### src/rtl/pipe_ctrl_unit.sv
// Pipelined control unit for a 5-stage RV32I core: decodes once in ID, carries the
// control bundle through ID/EX, EX/MA and MA/WB, and resolves load-use stalls and redirects.
module pipe_ctrl_unit #(
    parameter int unsigned REG_AW   = 5,
    parameter bit          ENABLE_M = 1'b0
) (
    input  logic              clk,
    input  logic              rst,
    input  logic [31:0]       id_inst,
    input  logic              id_valid,
    input  logic              stall_ext,
    input  logic              ex_b_cmp,
    output logic [3:0]        id_imm_sel,
    output logic              id_illegal,
    output logic              hazard_stall,
    output logic              ex_A_sel,
    output logic              ex_B_sel,
    output logic [4:0]        ex_alu_ctl,
    output logic [1:0]        pc_sel,
    output logic              flush,
    output logic [3:0]        ma_dm_ctl,
    output logic [2:0]        ma_trim_ctl,
    output logic [1:0]        ma_din_sel,
    output logic              wb_reg_wrt,
    output logic [REG_AW-1:0] wb_rd
);

    typedef struct packed {
        logic              reg_wrt;
        logic [REG_AW-1:0] rd;
    } wb_t;

    typedef struct packed {
        logic [3:0] dm_ctl;
        logic [2:0] trim_ctl;
        logic [1:0] din_sel;
        wb_t        wb;
    } ma_t;

    typedef struct packed {
        logic       valid;
        logic [4:0] alu_ctl;
        logic       a_sel;
        logic       b_sel;
        logic       is_load;
        logic       is_jump;
        logic       is_branch;
        ma_t        ma;
    } ex_t;

    localparam logic [4:0] AluAdd  = 5'b00001;
    localparam logic [4:0] AluSlt  = 5'b00010;
    localparam logic [4:0] AluSltu = 5'b00011;
    localparam logic [4:0] AluAnd  = 5'b00100;
    localparam logic [4:0] AluOr   = 5'b00101;
    localparam logic [4:0] AluXor  = 5'b00110;
    localparam logic [4:0] AluSll  = 5'b00111;
    localparam logic [4:0] AluSrl  = 5'b01000;
    localparam logic [4:0] AluSub  = 5'b01001;
    localparam logic [4:0] AluSra  = 5'b01010;
    localparam logic [4:0] AluLui  = 5'b10001;
    localparam logic [4:0] AluAddu = 5'b10010;
    localparam logic [4:0] AluMul  = 5'b10011;

    logic [6:0]        opcode;
    logic [2:0]        funct3;
    logic [6:0]        funct7;
    logic [REG_AW-1:0] rd, rs1, rs2;
    logic              illegal, uses_rs1, uses_rs2, writes;
    logic              raw_hazard;
    ex_t               dec;
    ex_t               id_ex_d, id_ex_q;
    ma_t               ex_ma_d, ex_ma_q;
    wb_t               ma_wb_d, ma_wb_q;

    assign opcode = id_inst[6:0];
    assign funct3 = id_inst[14:12];
    assign funct7 = id_inst[31:25];
    assign rd     = REG_AW'(id_inst[11:7]);
    assign rs1    = REG_AW'(id_inst[19:15]);
    assign rs2    = REG_AW'(id_inst[24:20]);

    always_comb begin
        dec        = '0;
        dec.valid  = 1'b1;
        id_imm_sel = 4'b0000;
        illegal    = 1'b0;
        uses_rs1   = 1'b0;
        uses_rs2   = 1'b0;
        writes     = 1'b0;
        unique case (opcode)
            7'b0110111: begin  // LUI
                id_imm_sel = 4'b0101;
                {dec.a_sel, dec.b_sel, dec.alu_ctl} = {2'b01, AluLui};
                dec.ma.din_sel = 2'b10;
                writes = 1'b1;
            end
            7'b0010111: begin  // AUIPC
                id_imm_sel = 4'b0101;
                {dec.a_sel, dec.b_sel, dec.alu_ctl} = {2'b01, AluAdd};
                dec.ma.din_sel = 2'b10;
                writes = 1'b1;
            end
            7'b1101111: begin  // JAL
                id_imm_sel = 4'b0110;
                {dec.a_sel, dec.b_sel, dec.alu_ctl} = {2'b01, AluAdd};
                dec.ma.din_sel = 2'b01;
                dec.is_jump = 1'b1;
                writes = 1'b1;
            end
            7'b1100111: begin  // JALR
                id_imm_sel = 4'b0001;
                {dec.a_sel, dec.b_sel, dec.alu_ctl} = {2'b11, AluAdd};
                dec.ma.din_sel = 2'b01;
                dec.is_jump = 1'b1;
                uses_rs1 = 1'b1;
                writes = 1'b1;
                illegal = (funct3 != 3'b000);
            end
            7'b1100011: begin  // branches compare rs1 against rs2
                id_imm_sel = 4'b0100;
                {dec.a_sel, dec.b_sel} = 2'b10;
                dec.is_branch = 1'b1;
                uses_rs1 = 1'b1;
                uses_rs2 = 1'b1;
                unique case (funct3)
                    3'b000:  dec.alu_ctl = 5'b01011;
                    3'b001:  dec.alu_ctl = 5'b01100;
                    3'b100:  dec.alu_ctl = 5'b01101;
                    3'b101:  dec.alu_ctl = 5'b01111;
                    3'b110:  dec.alu_ctl = 5'b01110;
                    3'b111:  dec.alu_ctl = 5'b10000;
                    default: illegal = 1'b1;
                endcase
            end
            7'b0000011: begin  // loads
                id_imm_sel = 4'b0001;
                {dec.a_sel, dec.b_sel, dec.alu_ctl} = {2'b11, AluAdd};
                dec.ma.din_sel = 2'b11;
                dec.is_load = 1'b1;
                uses_rs1 = 1'b1;
                writes = 1'b1;
                unique case (funct3)
                    3'b000:  dec.ma.trim_ctl = 3'b010;
                    3'b001:  dec.ma.trim_ctl = 3'b001;
                    3'b010:  dec.ma.trim_ctl = 3'b000;
                    3'b100:  {dec.alu_ctl, dec.ma.trim_ctl} = {AluAddu, 3'b011};
                    3'b101:  {dec.alu_ctl, dec.ma.trim_ctl} = {AluAddu, 3'b100};
                    default: illegal = 1'b1;
                endcase
            end
            7'b0100011: begin  // stores
                id_imm_sel = 4'b0011;
                {dec.a_sel, dec.b_sel, dec.alu_ctl} = {2'b11, AluAdd};
                uses_rs1 = 1'b1;
                uses_rs2 = 1'b1;
                unique case (funct3)
                    3'b000:  dec.ma.dm_ctl = 4'b0001;
                    3'b001:  dec.ma.dm_ctl = 4'b0011;
                    3'b010:  dec.ma.dm_ctl = 4'b1111;
                    default: illegal = 1'b1;
                endcase
            end
            7'b0010011: begin  // OP-IMM
                id_imm_sel = 4'b0001;
                {dec.a_sel, dec.b_sel} = 2'b11;
                dec.ma.din_sel = 2'b10;
                uses_rs1 = 1'b1;
                writes = 1'b1;
                unique case (funct3)
                    3'b000: dec.alu_ctl = AluAdd;
                    3'b010: dec.alu_ctl = AluSlt;
                    3'b011: {id_imm_sel, dec.alu_ctl} = {4'b1001, AluSltu};
                    3'b100: dec.alu_ctl = AluXor;
                    3'b110: dec.alu_ctl = AluOr;
                    3'b111: dec.alu_ctl = AluAnd;
                    3'b001: begin
                        id_imm_sel = 4'b0010;
                        dec.alu_ctl = AluSll;
                        illegal = (funct7 != 7'b0000000);
                    end
                    default: begin  // 101: SRLI / SRAI
                        id_imm_sel = 4'b0010;
                        if (funct7 == 7'b0000000)      dec.alu_ctl = AluSrl;
                        else if (funct7 == 7'b0100000) dec.alu_ctl = AluSra;
                        else                           illegal = 1'b1;
                    end
                endcase
            end
            7'b0110011: begin  // OP
                {dec.a_sel, dec.b_sel} = 2'b10;
                dec.ma.din_sel = 2'b10;
                uses_rs1 = 1'b1;
                uses_rs2 = 1'b1;
                writes = 1'b1;
                if (funct7 == 7'b0000000) begin
                    unique case (funct3)
                        3'b000:  dec.alu_ctl = AluAdd;
                        3'b001:  dec.alu_ctl = AluSll;
                        3'b010:  dec.alu_ctl = AluSlt;
                        3'b011:  dec.alu_ctl = AluSltu;
                        3'b100:  dec.alu_ctl = AluXor;
                        3'b101:  dec.alu_ctl = AluSrl;
                        3'b110:  dec.alu_ctl = AluOr;
                        default: dec.alu_ctl = AluAnd;
                    endcase
                end else if (funct7 == 7'b0100000 && funct3 == 3'b000) begin
                    dec.alu_ctl = AluSub;
                end else if (funct7 == 7'b0100000 && funct3 == 3'b101) begin
                    dec.alu_ctl = AluSra;
                end else if (funct7 == 7'b0000001 && ENABLE_M) begin
                    // M ops are numbered consecutively in funct3 order from MUL
                    dec.alu_ctl = AluMul + {2'b00, funct3};
                end else begin
                    illegal = 1'b1;
                end
            end
            default: illegal = 1'b1;
        endcase
        dec.ma.wb.reg_wrt = writes && (rd != '0);
        dec.ma.wb.rd      = dec.ma.wb.reg_wrt ? rd : '0;
    end

    assign id_illegal = id_valid & illegal;

    always_comb begin
        pc_sel = 2'b00;
        if (!stall_ext && id_ex_q.valid) begin
            if (id_ex_q.is_jump)                    pc_sel = 2'b10;
            else if (id_ex_q.is_branch && ex_b_cmp) pc_sel = 2'b01;
        end
    end

    assign flush = (pc_sel != 2'b00);

    assign raw_hazard = id_valid & id_ex_q.valid & id_ex_q.is_load & (id_ex_q.ma.wb.rd != '0) &
                        (((id_ex_q.ma.wb.rd == rs1) & uses_rs1) |
                         ((id_ex_q.ma.wb.rd == rs2) & uses_rs2));
    // A redirect kills the dependent instruction anyway, so the stall is dropped.
    assign hazard_stall = raw_hazard & ~flush;

    always_comb begin
        id_ex_d = id_ex_q;
        ex_ma_d = ex_ma_q;
        ma_wb_d = ma_wb_q;
        if (!stall_ext) begin
            id_ex_d = (hazard_stall | flush | !id_valid | id_illegal) ? '0 : dec;
            ex_ma_d = id_ex_q.ma;
            ma_wb_d = ex_ma_q.wb;
        end
    end

    always_ff @(posedge clk or posedge rst) begin
        if (rst) begin
            id_ex_q <= '0;
            ex_ma_q <= '0;
            ma_wb_q <= '0;
        end else begin
            id_ex_q <= id_ex_d;
            ex_ma_q <= ex_ma_d;
            ma_wb_q <= ma_wb_d;
        end
    end

    assign ex_A_sel    = id_ex_q.a_sel;
    assign ex_B_sel    = id_ex_q.b_sel;
    assign ex_alu_ctl  = id_ex_q.alu_ctl;
    assign ma_dm_ctl   = ex_ma_q.dm_ctl;
    assign ma_trim_ctl = ex_ma_q.trim_ctl;
    assign ma_din_sel  = ex_ma_q.din_sel;
    assign wb_reg_wrt  = ma_wb_q.reg_wrt;
    assign wb_rd       = ma_wb_q.rd;

endmodule

### config.mk
export PLATFORM = sky130hd
export DESIGN_NAME = pipe_ctrl_unit
export DESIGN_NICKNAME = d
export VERILOG_FILES = /design/src/rtl/pipe_ctrl_unit.sv
export SDC_FILE = /design/constraint.sdc
export NUM_CORES = 1
export LEC_CHECK = 0
export BUFFER_PORTS_ARGS = -buffer_cell sky130_fd_sc_hd__buf_4
export CORE_MARGIN = 1
export CORE_UTILIZATION = 45
export DETAILED_ROUTE_END_ITERATION = 16
export GPL_TIMING_DRIVEN = 0
export MAX_ROUTING_LAYER = met4
export PLACE_DENSITY = 0.71
export SYNTH_ARGS = -nofsm -noshare
export SYNTH_HDL_FRONTEND = slang
export SYNTH_SLANG_ARGS = --single-unit
### constraint.sdc
create_clock -name clk -period 3.6 [get_ports clk]
set_input_delay 0.72 -clock clk [delete_from_list [all_inputs] [get_ports clk]]
set_output_delay 0.72 -clock clk [all_outputs]
set_load 0.05 [all_outputs]
==> results.sh, run 1 <==
export IMPL_critPathBufInv=2
export IMPL_synth_edff_count=0
export IMPL_viasPerCell=5.51
export IMPL_num_nets_final=401
export IMPL_cts_post_setup_buffers_inserted=0
export IMPL_path_class="in -> out"
export IMPL_grt_pass1_vias=2288
export IMPL_nFillCells=516
export IMPL_cts_made_buffers=5
export IMPL_slew_violations=0
export IMPL_area_delta_synth_final_pct=26.5
export IMPL_placementRows=27
export IMPL_worstPathMaxFanout=9
export IMPL_groute_usage_overall=0.228
export IMPL_drv_cap=0
export IMPL_slowest_delay_ns=0.39
export IMPL_syn_area_um2=2680
export IMPL_root_buffer="clkbuf_8"
export IMPL_cts_sinks=45
export IMPL_firstDrtPassIters=4
export IMPL_ctsHtreeMaxLevel=2
export IMPL_antenna_left=0
export IMPL_clock_skew_ns=0.00387
export IMPL_final_setup_viol_count=0
export IMPL_postLayoutCoreUtil=0.605
export IMPL_portBuffers=64
export IMPL_path_clk_slew_ns=0.08
export IMPL_syn_num_nets=329
export IMPL_status="finished clean"
export IMPL_arrival_ns=2.37
export IMPL_cts_tree="yes"
export IMPL_crit_path_end_kind="output pin"
export IMPL_grt_antenna_before_repair=0
export IMPL_synth_seq_cells=45
export IMPL_insertion_delay_ns=0.30
export IMPL_start_kind="input pin"
export IMPL_ys_async_sr_fraction=1.00
export IMPL_yosysWarnings=0
export IMPL_avgRoutedWirePerCell_um=15.3
export IMPL_final_hold_viol_count=0
export IMPL_gp_congestion=0.921
export IMPL_period_share=0.857
export IMPL_synthTopCellsByArea="dfrtp_1, mux2_2, nand2_1"
export IMPL_via_count=2410
export IMPL_max_slew_margin=0.568
export IMPL_powerDensity_nw_per_um2=308
export IMPL_peakVddDrop_v=0.000169
export IMPL_min_path_type="in -> async"
export IMPL_ios=68
export IMPL_synth_main_ff_cell="dfrtp_1"
export IMPL_hpwl_um=5180
export IMPL_die_area_um2=6270
export IMPL_drt_total_wl_um=6700
export IMPL_crit_required_ns=2.88
export IMPL_diodes=0
export IMPL_synth_top_cells_by_count="nand2_1, dfrtp_1, o21ai_0"
export IMPL_drc=0
export IMPL_drt_iter0_markers=137
export IMPL_rsz0062_at_grt="false"
export IMPL_min_period_ns=3.09
export IMPL_synth_cell_type_count=48
export IMPL_max_slew_worst_pin_slew_ns=0.648
export IMPL_avgSynthCellArea_um2=9.18
export IMPL_path_common_cell="buf_4"
export IMPL_crit_family="simple AND/OR/NAND/NOR gates"
export IMPL_setup_tns_ns=0
export IMPL_yosysMostFrequentCell="nand2_1"
export IMPL_drive_above_1_share=0.318
export IMPL_core_area_um2=5610
export IMPL_cts_buffer_depth=2
export IMPL_critPathSlowestCell="nor4_1"
export IMPL_p_leak_uw=0.00158
export IMPL_ys_seq_area_frac=0.420
export IMPL_grt_pass1_wl_um=10800
export IMPL_dp_cells=429
export IMPL_hold_buffers=0
export IMPL_grt_max_degree=32
export IMPL_final_area_um2=3390
export IMPL_ctsResizeCount=0
export IMPL_instances_no_fill=437
export IMPL_yosysTopAreaCellShare=0.420
export IMPL_yosysTopAreaCell="dfrtp_1"
export IMPL_place_area_um2=3270
export IMPL_dieWidth_um=79.2
export IMPL_start_util=0.478
export IMPL_crit_chain="buf_4 -> nand4bb_1 -> nor4_1 -> o2111ai_1 -> a21o_1 -> nor2_1 -> buf_4"
export IMPL_max_freq_ghz=0.324
export IMPL_die_h_um=79.2
export IMPL_grt_overflow_total=0
export IMPL_postSynthCellCount=292
[cell type report]
class,count,area (µm²),share of cell area
Tap cell,72,90.1,0.0266
Buffer,31,188,0.0553
Multi-Input combinational cell,211,1350,0.398
Inverter,5,18.8,0.00553
Clock inverter,2,37.5,0.0111
Timing Repair Buffer,65,500,0.148
Sequential cell,45,1130,0.332
Clock buffer,6,82.6,0.0243
[final timing paths]
path                            startpoint            to  slack (ns)  depth (start not counted)
worst max-delay path            id_inst[3]  hazard_stall        0.51                          7
worst min-delay path                   rst      wb_rd[3]        0.38                          2
worst max register to register  id_ex_q[0]    id_ex_q[2]        1.56                          7
worst min register to register  id_ex_q[9]    id_ex_q[9]        0.49                          2
max in group asynchronous              rst      ex_A_sel        2.75                          3
min in group clk                id_ex_q[9]    id_ex_q[9]        0.49                          2
[per-stage QoR]
step           setup WS, ns  hold WS (ns)  power [µW]
6_report              0.515         0.378        1050
5_1_grt               0.385         0.395        1090
4_1_cts               0.558         0.389        1050
3_5_place_dp          0.572         0.471         660
3_3_place_gp          0.574         0.467         655
2_1_floorplan         0.165         0.443         596
[where the power goes]
part | switching [µW] | leakage (µW) | internal [µW]
logic | 85.4 | 0.000897 | 58.2
clock network | 170 | 0.0000574 | 226
registers | 0.654 | 0.000629 | 506
total | 257 | 0.00158 | 790
[placed cells by master (no fill, tap or decap), types with 3 or more instances in the layout]
| cell | count |
|---|---|
| a211oi_1 | 4 |
| a21oi_1 | 11 |
| and2_1 | 3 |
| and3b_1 | 3 |
| buf_1 | 3 |
| buf_4 | 79 |
| clkbuf_1 | 11 |
| clkbuf_8 | 6 |
| dfrtp_1 | 45 |
| inv_1 | 4 |
| mux2_2 | 20 |
| nand2_1 | 48 |
| nand2b_1 | 6 |
| nand3_1 | 3 |
| nor2_1 | 21 |
| nor2b_1 | 4 |
| nor3_1 | 5 |
| o2111ai_1 | 3 |
| o21ai_0 | 25 |
| o21ai_1 | 3 |
| o31ai_1 | 3 |
| o41ai_1 | 3 |
| or4_1 | 4 |
| xnor2_1 | 7 |
| xor2_1 | 5 |
[per-layer routing]
| metal | part of all wire | vias to the layer above | global-route usage |
|---|---|---|---|
| met5 | 0 | - | - |
| met4 | 0.014 | 0 | 0.0691 |
| met3 | 0.055 | 9 | 0.0276 |
| met2 | 0.47 | 91 | 0.359 |
| met1 | 0.46 | 1145 | 0.308 |
| li1 | - | 1165 | - |
[flip-flops by register name (all words and copies together), names as in the netlist]
name and flops:
ex_alu_ctl 5, ma_din_sel 2, wb_rd 5, wb_reg_wrt 1
ex_A_sel 1, ma_dm_ctl 3, id_ex_q 18, ex_B_sel 1
ma_trim_ctl 3, ex_ma_q 6
[cell families (layout without fill, tap and decap cells)]
group | Yosys count | count (layout) | synth area share
simple gates | 109 | 109 | 0.207
xor+xnor | 12 | 12 | 0.0392
buf+inv | 36 | 109 | 0.0770
flops | 45 | 45 | 0.420
mux | 22 | 22 | 0.0915
compound gates | 68 | 68 | 0.165
(Power assumes the default switching activity.)
==> run 2: changes to the inputs <==
ABC_AREA = 1   (was unset)
==> run 2 against run 1 <==
Sequential power increased by 1%. First-iteration DRC count increased by 39%. Sequential cell count unchanged. Fmax decreased by 1.4%. Critical endpoint is now id_illegal.
==> results.sh, run 2 <==
export IMPL_cts_post_setup_buffers_inserted=0
export IMPL_root_buffer="clkbuf_8"
export IMPL_synth_seq_cells=45
export IMPL_final_setup_viol_count=0
export IMPL_ctsResizeCount=0
export IMPL_dp_cells=545
export IMPL_p_leak_uw=0.00202
export IMPL_r2r_setup_slack_ns=1.89
export IMPL_final_cell_mix="nand2_1, buf_4, nand3_1, dfrtp_1, nor2_1"
export IMPL_num_nets_final=514
export IMPL_peakVddDrop_v=0.000163
export IMPL_grt_overflow_total=0
export IMPL_placementRows=28
export IMPL_path_clk_slew_ns=0.08
export IMPL_syn_num_nets=440
export IMPL_via_count=2776
export IMPL_max_freq_ghz=0.320
export IMPL_core_area_um2=5960
export IMPL_drive_above_1_share=0.234
export IMPL_drc=0
export IMPL_ys_async_sr_fraction=1.00
export IMPL_r2r_end="id_ex_q[8]"
export IMPL_max_slew_margin=0.639
export IMPL_hpwl_um=5270
export IMPL_nFillCells=589
export IMPL_reg_top3="id_ex_q x18, ex_ma_q x6"
export IMPL_grt_antenna_before_repair=0
export IMPL_largest_reg_flops=18
export IMPL_dieWidth_um=80.8
export IMPL_start_kind="input pin"
export IMPL_avgSynthCellArea_um2=6.93
export IMPL_final_hold_viol_count=0
export IMPL_yosysMostFrequentCell="nand2_1"
export IMPL_cts_buffer_depth=2
export IMPL_cts_made_buffers=5
export IMPL_grt_pass1_wl_um=11300
export IMPL_rsz0062_at_grt="false"
export IMPL_arrival_ns=2.41
export IMPL_syn_area_um2=2790
export IMPL_ys_seq_area_frac=0.403
export IMPL_area_delta_synth_final_pct=26.0
export IMPL_yosysTopAreaCellShare=0.403
export IMPL_die_h_um=80.8
export IMPL_min_period_ns=3.13
export IMPL_synth_main_ff_cell="dfrtp_1"
export IMPL_start_util=0.469
export IMPL_path_class="in -> out"
export IMPL_powerDensity_nw_per_um2=301
export IMPL_portBuffers=66
export IMPL_max_slew_worst_pin_slew_ns=0.541
export IMPL_multi_input_area_um2=1340
export IMPL_layout_commonest_cell="nand2_1"
export IMPL_drv_cap=0
export IMPL_hold_buffers=0
export IMPL_firstDrtPassIters=4
export IMPL_avgRoutedWirePerCell_um=12.3
export IMPL_period_share=0.869
export IMPL_diodes=0
export IMPL_synth_cell_type_count=25
export IMPL_grt_max_degree=45
export IMPL_synth_edff_count=0
export IMPL_insertion_delay_ns=0.30
export IMPL_slew_violations=0
export IMPL_die_area_um2=6530
export IMPL_groute_usage_overall=0.232
export IMPL_min_path_type="in -> async"
export IMPL_viasPerCell=5.02
export IMPL_gp_congestion=0.947
export IMPL_yosysTopAreaCell="dfrtp_1"
export IMPL_yosysWarnings=0
export IMPL_status="finished clean"
export IMPL_setup_tns_ns=0
export IMPL_postSynthCellCount=403
export IMPL_ff2ff_path_depth=9
export IMPL_cts_sinks=45
export IMPL_ios=68
export IMPL_antenna_left=0
export IMPL_clock_skew_ns=0.00696
export IMPL_regMostFlops="id_ex_q"
export IMPL_grt_pass1_vias=2525
export IMPL_instances_no_fill=553
export IMPL_regToRegStartpoint="id_ex_q[4]"
export IMPL_synth_top_cells_by_count="nand2_1, nand3_1, dfrtp_1"
export IMPL_cts_tree="yes"
export IMPL_worstPathMaxFanout=10
export IMPL_drt_iter0_markers=190
export IMPL_synthTopCellsByArea="dfrtp_1, nand2_1, nand3_1"
export IMPL_seq_area_um2=1130
export IMPL_ctsHtreeMaxLevel=2
export IMPL_crit_path_end_kind="output pin"
export IMPL_crit_required_ns=2.88
export IMPL_drt_total_wl_um=6800
run 2: cell count changes in the layout (fill, tap and decap cells not counted), moves of 6 or more:
cell      before  now
nand2b_1       6    0
nand2_2        0    6
a21oi_1       11    3
nand2_1       48  148
o21ai_0       25   10
nor2_1        21   39
nand3_1        3   49
mux2_2        20    0
inv_1          4   36
run 2: cell type report:
| class | count | area share |
|---|---|---|
| clock inverter | 1 | 0.00853 |
| clock buffer | 7 | 0.0245 |
| buffer | 26 | 0.0494 |
| multi-input combinational | 292 | 0.382 |
| inverter | 40 | 0.0427 |
| sequential | 45 | 0.320 |
| tap | 75 | 0.0267 |
| timing repair buffer | 67 | 0.146 |
run 2: how the worst max path moves through the flow:
stage           startpoint            end  depth (start not counted)
3_3_place_gp   id_inst[12]     id_illegal                         12
6_report        id_inst[6]     id_illegal                         12
2_1_floorplan   id_inst[3]  id_imm_sel[3]                          7
5_1_grt        id_inst[26]     id_illegal                         13
3_5_place_dp   id_inst[12]     id_illegal                         12
4_1_cts        id_inst[12]     id_illegal                         12
run 2: cells by family after synthesis:
family | synth area share
AOI/OAI and AO/OA | 0.0434
xor gates and xnor gates | 0.0313
buffers and inverters | 0.116
DFF | 0.403
and+or+nand+nor | 0.406
run 2: layer usage:
metal	GRT usage	share of wire
met4	0.0750	0.023
met1	0.294	0.47
met2	0.381	0.46
met5	-	0
met3	0.0371	0.047
run 2: stage by stage:
| stage | hold WS [ns] | worst slack [ns] | power [µW] | util | instance area (µm²) |
|---|---|---|---|---|---|
| floorplan | 0.442 | 0.509 | 613 | - | 2790 |
| global placement | 0.451 | 0.530 | 674 | 0.568 | 3380 |
| detailed placement | 0.452 | 0.531 | 678 | 0.571 | 3400 |
| CTS | 0.270 | 0.524 | 1070 | 0.591 | 3520 |
| global route | 0.264 | 0.272 | 1100 | 0.591 | 3520 |
| finish | 0.272 | 0.471 | 1060 | 0.591 | 3520 |
run 2: power breakdown:
| part | total [µW] | switching [µW] | internal, µW |
|---|---|---|---|
| Clock | 391 | 165 | 226 |
| Sequential | 512 | 2.92 | 509 |
| Combinational | 156 | 96.3 | 59.3 |
run 2: critical path: stages:
cell,delay (ns)
buf_4,0.13
nor2_1,0.20
nand2_1,0.14
nor2_2,0.26
nand2_1,0.09
nor2_1,0.17
nor2_1,0.07
nand2_1,0.13
nand2_4,0.11
buf_6,0.16
inv_1,0.05
buf_4,0.18
